### src/rtl/ser_pkg.sv
// Shared definitions for the wide/narrow word (de)serializers: state encodings,
// a constant clog2 helper, and an elaboration-time width check.
`ifndef SER_PKG_SV
`define SER_PKG_SV

// Elaboration error unless IW is an integer multiple of OW with at least two beats.
`define SER_WIDTH_CHECK(IW, OW) \
  if ((((IW) % (OW)) != 0) || (((IW) / (OW)) < 2)) begin : g_width_check \
    $error("ser: IN_W must be a multiple of OUT_W with IN_W/OUT_W >= 2"); \
  end

package ser_pkg;

  localparam logic [1:0] SER_EMPTY  = 2'b00;
  localparam logic [1:0] SER_ACTIVE = 2'b01;
  localparam logic [1:0] SER_FULL   = 2'b11;

  // Index width for 0..v-1; at least 1 bit so a 1-entry range still has a signal.
  function automatic int unsigned clog2(input int unsigned v);
    int unsigned r;
    r = 0;
    while ((32'd1 << r) < v) begin
      r = r + 1;
    end
    return (r == 0) ? 1 : r;
  endfunction

endpackage

`endif

### src/rtl/beat_slice_mux.sv
// Selects beat idx_i of a wide word, in either most- or least-significant-first order.
module beat_slice_mux
  import ser_pkg::*;
#(
  parameter int unsigned IN_W      = 32,
  parameter int unsigned OUT_W     = 8,
  parameter bit          MSB_FIRST = 1'b1,
  localparam int unsigned Ratio    = IN_W / OUT_W,
  localparam int unsigned IdxW     = clog2(Ratio)
) (
  input  logic [IN_W-1:0]  word_i,
  input  logic [IdxW-1:0]  idx_i,
  output logic [OUT_W-1:0] slice_o
);

  logic [OUT_W-1:0] slices [Ratio];

  for (genvar i = 0; i < Ratio; i++) begin : g_slice
    if (MSB_FIRST) begin : g_msb
      assign slices[i] = word_i[IN_W-1-i*OUT_W -: OUT_W];
    end else begin : g_lsb
      assign slices[i] = word_i[i*OUT_W +: OUT_W];
    end
  end

  // Out-of-range indices (non power-of-two ratios) select zero.
  always_comb begin
    slice_o = '0;
    for (int i = 0; i < Ratio; i++) begin
      if (idx_i == IdxW'(i)) begin
        slice_o = slices[i];
      end
    end
  end

endmodule

### src/rtl/wide_to_narrow_serializer.sv
// Splits IN_W-bit words into IN_W/OUT_W beats over valid/ready, with a one-word
// pending buffer so consecutive words stream with no idle beat between them.
module wide_to_narrow_serializer
  import ser_pkg::*;
#(
  parameter int unsigned IN_W      = 32,
  parameter int unsigned OUT_W     = 8,
  parameter bit          MSB_FIRST = 1'b1
) (
  input  logic             div_8_clk,
  input  logic             rst_n,
  input  logic             in_valid_i,
  output logic             in_ready_o,
  input  logic [IN_W-1:0]  in_data_i,
  output logic             out_valid_o,
  input  logic             out_ready_i,
  output logic [OUT_W-1:0] out_data_o,
  output logic             out_first_o,
  output logic             out_last_o,
  output logic             busy_o
);

  `SER_WIDTH_CHECK(IN_W, OUT_W)

  localparam int unsigned Ratio = IN_W / OUT_W;
  localparam int unsigned BeatW = clog2(Ratio);
  localparam logic [BeatW-1:0] LastBeat = BeatW'(Ratio - 1);

  typedef enum logic [1:0] {
    StEmpty  = SER_EMPTY,
    StActive = SER_ACTIVE,
    StFull   = SER_FULL
  } state_e;

  state_e            state_q, state_d;
  logic [IN_W-1:0]   cur_q, cur_d;
  logic [IN_W-1:0]   pend_q, pend_d;
  logic [BeatW-1:0]  beat_q, beat_d;
  logic              cur_valid, accept, beat_hs, last_hs;
  logic [OUT_W-1:0]  slice;

  assign cur_valid  = (state_q != StEmpty);
  // Depends only on registered state, so out_ready never reaches in_ready.
  assign in_ready_o = (state_q != StFull);
  assign accept     = in_valid_i & in_ready_o;
  assign beat_hs    = cur_valid & out_ready_i;
  assign last_hs    = beat_hs & (beat_q == LastBeat);

  always_comb begin
    state_d = state_q;
    cur_d   = cur_q;
    pend_d  = pend_q;
    beat_d  = beat_q;
    unique case (state_q)
      StEmpty: begin
        if (accept) begin
          cur_d   = in_data_i;
          beat_d  = '0;
          state_d = StActive;
        end
      end
      StActive: begin
        if (last_hs) begin
          beat_d = '0;
          if (accept) begin
            cur_d = in_data_i;
          end else begin
            state_d = StEmpty;
          end
        end else begin
          if (beat_hs) begin
            beat_d = beat_q + 1'b1;
          end
          if (accept) begin
            pend_d  = in_data_i;
            state_d = StFull;
          end
        end
      end
      StFull: begin
        if (last_hs) begin
          cur_d   = pend_q;
          beat_d  = '0;
          state_d = StActive;
        end else if (beat_hs) begin
          beat_d = beat_q + 1'b1;
        end
      end
      default: begin
        state_d = StEmpty;
        beat_d  = '0;
      end
    endcase
  end

  always_ff @(posedge div_8_clk or negedge rst_n) begin
    if (!rst_n) begin
      state_q <= StEmpty;
      cur_q   <= '0;
      pend_q  <= '0;
      beat_q  <= '0;
    end else begin
      state_q <= state_d;
      cur_q   <= cur_d;
      pend_q  <= pend_d;
      beat_q  <= beat_d;
    end
  end

  beat_slice_mux #(
    .IN_W      (IN_W),
    .OUT_W     (OUT_W),
    .MSB_FIRST (MSB_FIRST)
  ) u_slice_mux (
    .word_i  (cur_q),
    .idx_i   (beat_q),
    .slice_o (slice)
  );

  assign out_valid_o = cur_valid;
  assign out_data_o  = cur_valid ? slice : '0;
  assign out_first_o = cur_valid & (beat_q == '0);
  assign out_last_o  = cur_valid & (beat_q == LastBeat);
  assign busy_o      = cur_valid;

endmodule

### config.mk
export PLATFORM = sky130hd
export DESIGN_NAME = wide_to_narrow_serializer
export DESIGN_NICKNAME = d
export VERILOG_FILES = /design/src/rtl/ser_pkg.sv /design/src/rtl/beat_slice_mux.sv /design/src/rtl/wide_to_narrow_serializer.sv
export SDC_FILE = /design/constraint.sdc
export NUM_CORES = 1
export LEC_CHECK = 0
export CORE_ASPECT_RATIO = 1.5
export CORE_UTILIZATION = 40
export DETAILED_ROUTE_END_ITERATION = 6
export HOLD_SLACK_MARGIN = 0.08
export PLACE_DENSITY_LB_ADDON = 0.3
export SLEW_MARGIN = 20
export SYNTH_ARGS = -nofsm -noshare
export SYNTH_HDL_FRONTEND = slang
export SYNTH_SLANG_ARGS = --single-unit
### constraint.sdc
create_clock -name div_8_clk -period 3.5 [get_ports div_8_clk]
set_input_delay 1.05 -clock div_8_clk [delete_from_list [all_inputs] [get_ports div_8_clk]]
set_output_delay 1.05 -clock div_8_clk [all_outputs]
set_load 0.02 [all_outputs]
After elaboration in Yosys (flattened, before gate mapping)
Index checks and enable logic that the tools add are counted.
{"block": "classes", "addsub": 1, "n_eq_ne": 12, "muxes": 19, "bitwise": 6, "n_reduce_logical": 9}
{"cell": "32-bit 2-to-1 mux", "count": 3}
{"cell": "32-bit one-hot mux with 3 select lines", "count": 1}
{"cell": "8-bit 2-to-1 mux", "count": 5}
{"cell": "2-bit 2-to-1 mux", "count": 8}
{"cell": "2-bit != test, second input constant", "count": 4}
{"cell": "2-bit equality test, second input constant", "count": 3}
{"cell": "3-bit != test, second input constant", "count": 2}
{"cell": "2-bit one-hot mux with 3 select lines", "count": 1}
{"cell": "3-bit AND reduction", "count": 2}
{"cell": "1-bit bitwise AND", "count": 5}
{"cell": "2-bit by 1-bit equality test with 1-bit output, second input constant", "count": 2}
{"cell": "2-bit zero test", "count": 2}
{"cell": "2-bit one-hot mux with 2 select lines", "count": 1}
{"cell": "4-bit AND reduction", "count": 1}
{"cell": "3-bit by 1-bit != test with 1-bit output, second input constant", "count": 1}
{"cell": "3-bit nonzero test", "count": 1}
{"cell": "2-bit by 1-bit adder with 2-bit output, second input constant", "count": 1}
{"cell": "2-bit AND reduction", "count": 1}
{"cell": "2-bit nonzero test", "count": 1}
{"cell": "2-bit OR reduction", "count": 1}
{"cell": "1-bit NOT", "count": 1}
{"block": "totals", "regBits": 68, "in_bits": 36, "output_inout_bits": 13, "word_cells": 51}

Logic depth before layout (Yosys ltp)
{"block": "logic_depth", "ltp_word": 6, "ltp_mapped": 8}

Modules after synthesis
A second synthesis with hierarchy kept.
{"block": "hier_totals", "cells_unflattened": 268, "hier_area_um2": 3435.8}
{"module": "wide_to_narrow_serializer", "instances": 1, "cells_each": 258, "area_per_inst_um2": 3239.4, "seq_area_each_um2": 1701.6}
{"module": "beat_slice_mux", "instances": 1, "cells_each": 10, "area_per_inst_um2": 196.4, "seq_area_each_um2": 0.0}

Least setup slack after synthesis
Ideal clock, no wire load.
{"block": "synth_timing", "path_type": "register -> output", "startpoint": "register beat_q[0]", "endpoint": "output port out_data_o[5]", "arrival_time_ps": 1619, "t_required_ps": 2450, "slack_ps": 831, "path_stages_with_launch": 9, "path_cell_list": "dfrtp_1 > inv_1 > ha_1 > clkbuf_1 > clkbuf_1 > a21oi_1 > o21ai_0 > a22oi_1 > nor2_1"}
{"block": "synth_via", "elab_chain_len": 6, "elab_cells_between_ends": 9, "classes_between": "3 x eq/ne; 5 x mux; 1 x reduce/logical"}
{"item": "start, declared", "line": "wide_to_narrow_serializer.sv:38", "rtl": "logic [BeatW-1:0] beat_q, beat_d;"}
{"item": "start signal, assigned", "line": "wide_to_narrow_serializer.sv:106", "rtl": "beat_q <= beat_d;"}
{"item": "2-bit zero test", "line": "beat_slice_mux.sv:30", "rtl": "if (idx_i == IdxW'(i)) begin"}
{"item": "8-bit 2-to-1 mux (3 in a row)", "line": "beat_slice_mux.sv:30"}
{"item": "8-bit 2-to-1 mux (*)", "line": "beat_slice_mux.sv:30"}
{"item": "8-bit 2-to-1 mux (*)", "line": "wide_to_narrow_serializer.sv:121", "rtl": "assign out_data_o = cur_valid ? slice : '0;"}
{"item": "end, declared", "line": "wide_to_narrow_serializer.sv:17", "rtl": "output logic [OUT_W-1:0] out_data_o,"}
Every way passes the cells marked *; elsewhere a longest branch is shown, timed or not.

Worst setup path in the final report
{"block": "layout_timing", "startpoint": "register beat_q[0]", "endpoint": "output port out_data_o[7]"}
The elaborated chain is that of the path after synthesis.

==> flow_summary.json <==
{
  "outcome": "complete, no violations",
  "slew_headroom": 0.498,
  "cp_max_fo": 9,
  "grt_pass1_vias": 2338,
  "synthTopCellsByCount": "68 x dfrtp_1, 43 x nand2_1, 32 x mux2_2, 32 x mux2i_1, 30 x o21ai_1",
  "final_core_util": 0.519,
  "r2r_slack_ns": 1.12,
  "ys.flop_type": "dfrtp_1",
  "port-buffer-count": 48,
  "ys_seq_area_frac": 0.504,
  "crit_start": "beat_q[0]$_DFFE_PN0P_",
  "reg2reg_depth": 7,
  "grt_max_degree": 38,
  "area.growth.synth_to_final_pct": 24.8,
  "grtUsageTotal": 0.168,
  "fin_crit_ns": 3.36,
  "wire_per_inst_um": 14.2,
  "ys_ff_latch": 68,
  "synth.most_common_cell": "dfrtp_1",
  "synth-simple-area-share": 0.0782,
  "cts.sinks": 68,
  "drv_slew": 0,
  "die_h_um": 114,
  "r2r_start": "state_q[1]$_DFFE_PN0P_",
  "place_ws_ns": 0.336,
  "synth_area_per_cell_um2": 10.6,
  "first_iter_violations": 92,
  "cp.required_ns": 2.45,
  "vdd_drop_max_mv": 0.422,
  "synthMuxAreaShare": 0.205,
  "use_met3": 0.0327,
  "cts_setup_buffers": 0,
  "dr.pass1.iters": 4,
  "synth_top_family_by_area": "multiplexers",
  "root_buffer": "clkbuf_16",
  "routed_via_density": 5.00,
  "layout-drive-gt1-share": 0.166,
  "grt_use_met2": 0.285,
  "antenna_found_initial": 0,
  "place_area_um2": 3920,
  "hold_viol": 0,
  "grt-ovfl-total": 0,
  "synth_fp_nets": 363,
  "drc": 0,
  "nNetsFinal": 405,
  "fmax_mhz": 298,
  "synthDominantCellAreaShare": 0.504,
  "core_um2": 8110,
  "cts_made_buffers": 9,
  "clk_pin_slew_ns": 0.05,
  "p_leak_nw": 1.79,
  "synth-edff-count": 0,
  "antenna_left": 0,
  "clk_path_buf_depth": 2,
  "clock_latency_ns": 0.33,
  "syn_area_um2": 3370,
  "netlist_instances": 317,
  "grt_setup_unrepaired": "yes",
  "yosysWarnings": 0,
  "fin_crit_sh": 0.959,
  "power.density_nw_per_um2": 966,
  "rows": 40,
  "ys_top_cells_by_area": "dfrtp_1 50%, mux2_2 11%, mux2i_1 9.5%",
  "antenna_cells": 0,
  "use_met1": 0.194,
  "crit_end": "out_data_o[7]",
  "synth_compound_area_frac": 0.122,
  "htreeDepth": 3,
  "worstSetupEndpointType": "primary output",
  "hold_path.class": "reg -> reg",
  "tightest_slew_ns": 0.753,
  "stdcell_area_um2": 4210,
  "dp_hpwl_um": 4730,
  "timing.final.ws_setup_ns": 0.144,
  "max_cap_viol_count": 0,
  "wl_um": 6610,
  "synth_fa_ha_area_frac": 0.0371,
  "start_kind": "flip-flop",
  "dieArea_um2": 8820,
  "clock_skew_ns": 0.00499,
  "reg2reg_to": "cur_q[18]$_DFFE_PN0P_",
  "yosysTopAreaCell": "dfrtp_1",
  "cts_tree": "built",
  "io_pins": 49,
  "synth_xor_area_frac": 0,
  "globalRoute.busiestLayer": "met2",
  "die_w_um": 77.0,
  "cp.arrival_ns": 2.31,
  "num-fill-cells": 773,
  "grt_pass1_wl_um": 11200,
  "crit_type": "reg -> out",
  "setup_violations": 0,
  "async_flop_share": 1.00,
  "synthDistinctLibCells": 27,
  "gp_congestion": 0.741,
  "start_util": 0.416,
  "num_vias": 2330
}
registers in the layout, indices dropped and copies added (netlist names):
signal / cells
cur_q: 32
state_q: 2
beat_q: 2
pend_q: 32
cell usage in the layout, fill, tap and decap left out, types with 2 or more instances in the layout:
master,n
a21oi_1,17
ha_2,5
nand2_1,43
nand3_1,2
o21ai_1,30
mux2i_1,32
mux2_2,32
a22oi_1,8
nor2_1,12
dfrtp_1,68
clkbuf_16,9
ha_1,5
buf_12,2
a22o_1,3
clkinv_2,2
inv_1,15
clkdlybuf4s50_1,47
nor2b_1,2
o21ai_0,12
buf_4,3
metal layers:
metal  part of all wire  up-vias
li1                   -     1176
met1               0.43     1103
met2               0.51       35
met3              0.027       16
met4              0.034        0
met5                  0        -
logic make-up after synthesis:
| family | Yosys count |
|---|---|
| compound gates | 73 |
| simple gates | 64 |
| mux | 65 |
| flops | 68 |
| fa+ha+maj | 10 |
| buf+inv | 37 |
stage by stage:
stage / hold WS, ns / setup TNS (ns) / power (W) / std cells
3_3_place_gp: 0.468 / 0 / 0.00320 / 453
6_report: 0.484 / 0 / 0.00407 / 466
3_5_place_dp: 0.476 / 0 / 0.00324 / 453
2_1_floorplan: 0.448 / 0 / 0.00271 / 317
5_1_grt: 0.506 / -0.0189 / 0.00438 / 466
4_1_cts: 0.488 / 0 / 0.00412 / 466
worst max-delay path, cell delays in order (launching register included):
cell and delay [ns]:
dfrtp_1 0.44, inv_1 0.12, ha_2 0.29, nand2_1 0.07, o21ai_0 0.20, a22oi_1 0.09
nor2_1 0.14, clkdlybuf4s50_1 0.62
worst min path at each step:
stage	slack, ns	endpoint	cells past startpoint	start
6_report	0.48	cur_q[10]$_DFFE_PN0P_	2	cur_q[10]$_DFFE_PN0P_
5_1_grt	0.51	cur_q[13]$_DFFE_PN0P_	2	cur_q[13]$_DFFE_PN0P_
4_1_cts	0.49	cur_q[10]$_DFFE_PN0P_	2	cur_q[10]$_DFFE_PN0P_
3_5_place_dp	0.48	cur_q[10]$_DFFE_PN0P_	2	cur_q[10]$_DFFE_PN0P_
3_3_place_gp	0.47	pend_q[25]$_DFFE_PN0P_	1	pend_q[25]$_DFFE_PN0P_
2_1_floorplan	0.45	cur_q[24]$_DFFE_PN0P_	2	cur_q[24]$_DFFE_PN0P_
final cells by class:
cell class                      instances  area, um^2  share of cell area
Sequential cell                        68        1700               0.404
Multi-Input combinational cell        212        1510               0.357
Timing Repair Buffer                   53         538               0.128
Clock buffer                           10         239              0.0567
Tap cell                              105         131              0.0312
Inverter                               15        56.3              0.0134
Clock inverter                          3        40.0             0.00951
power breakdown:
group | internal [W] | leakage [nW] | switching (W) | total [W]
sequential | 0.00119 | 0.824 | 0.000219 | 0.00140
combinational | 0.000867 | 0.829 | 0.000940 | 0.00181
clock | 0.000555 | 0.140 | 0.000301 | 0.000856
repair_timing:
| action | 4_1_cts | 5_1_grt |
|---|---|---|
| hold buffers | 0 | 0 |
| resized for setup | 1 | 3 |
| endpoints found under the setup margin | 3 | 8 |
No activity file was read; power rests on OpenSTA's default activity.
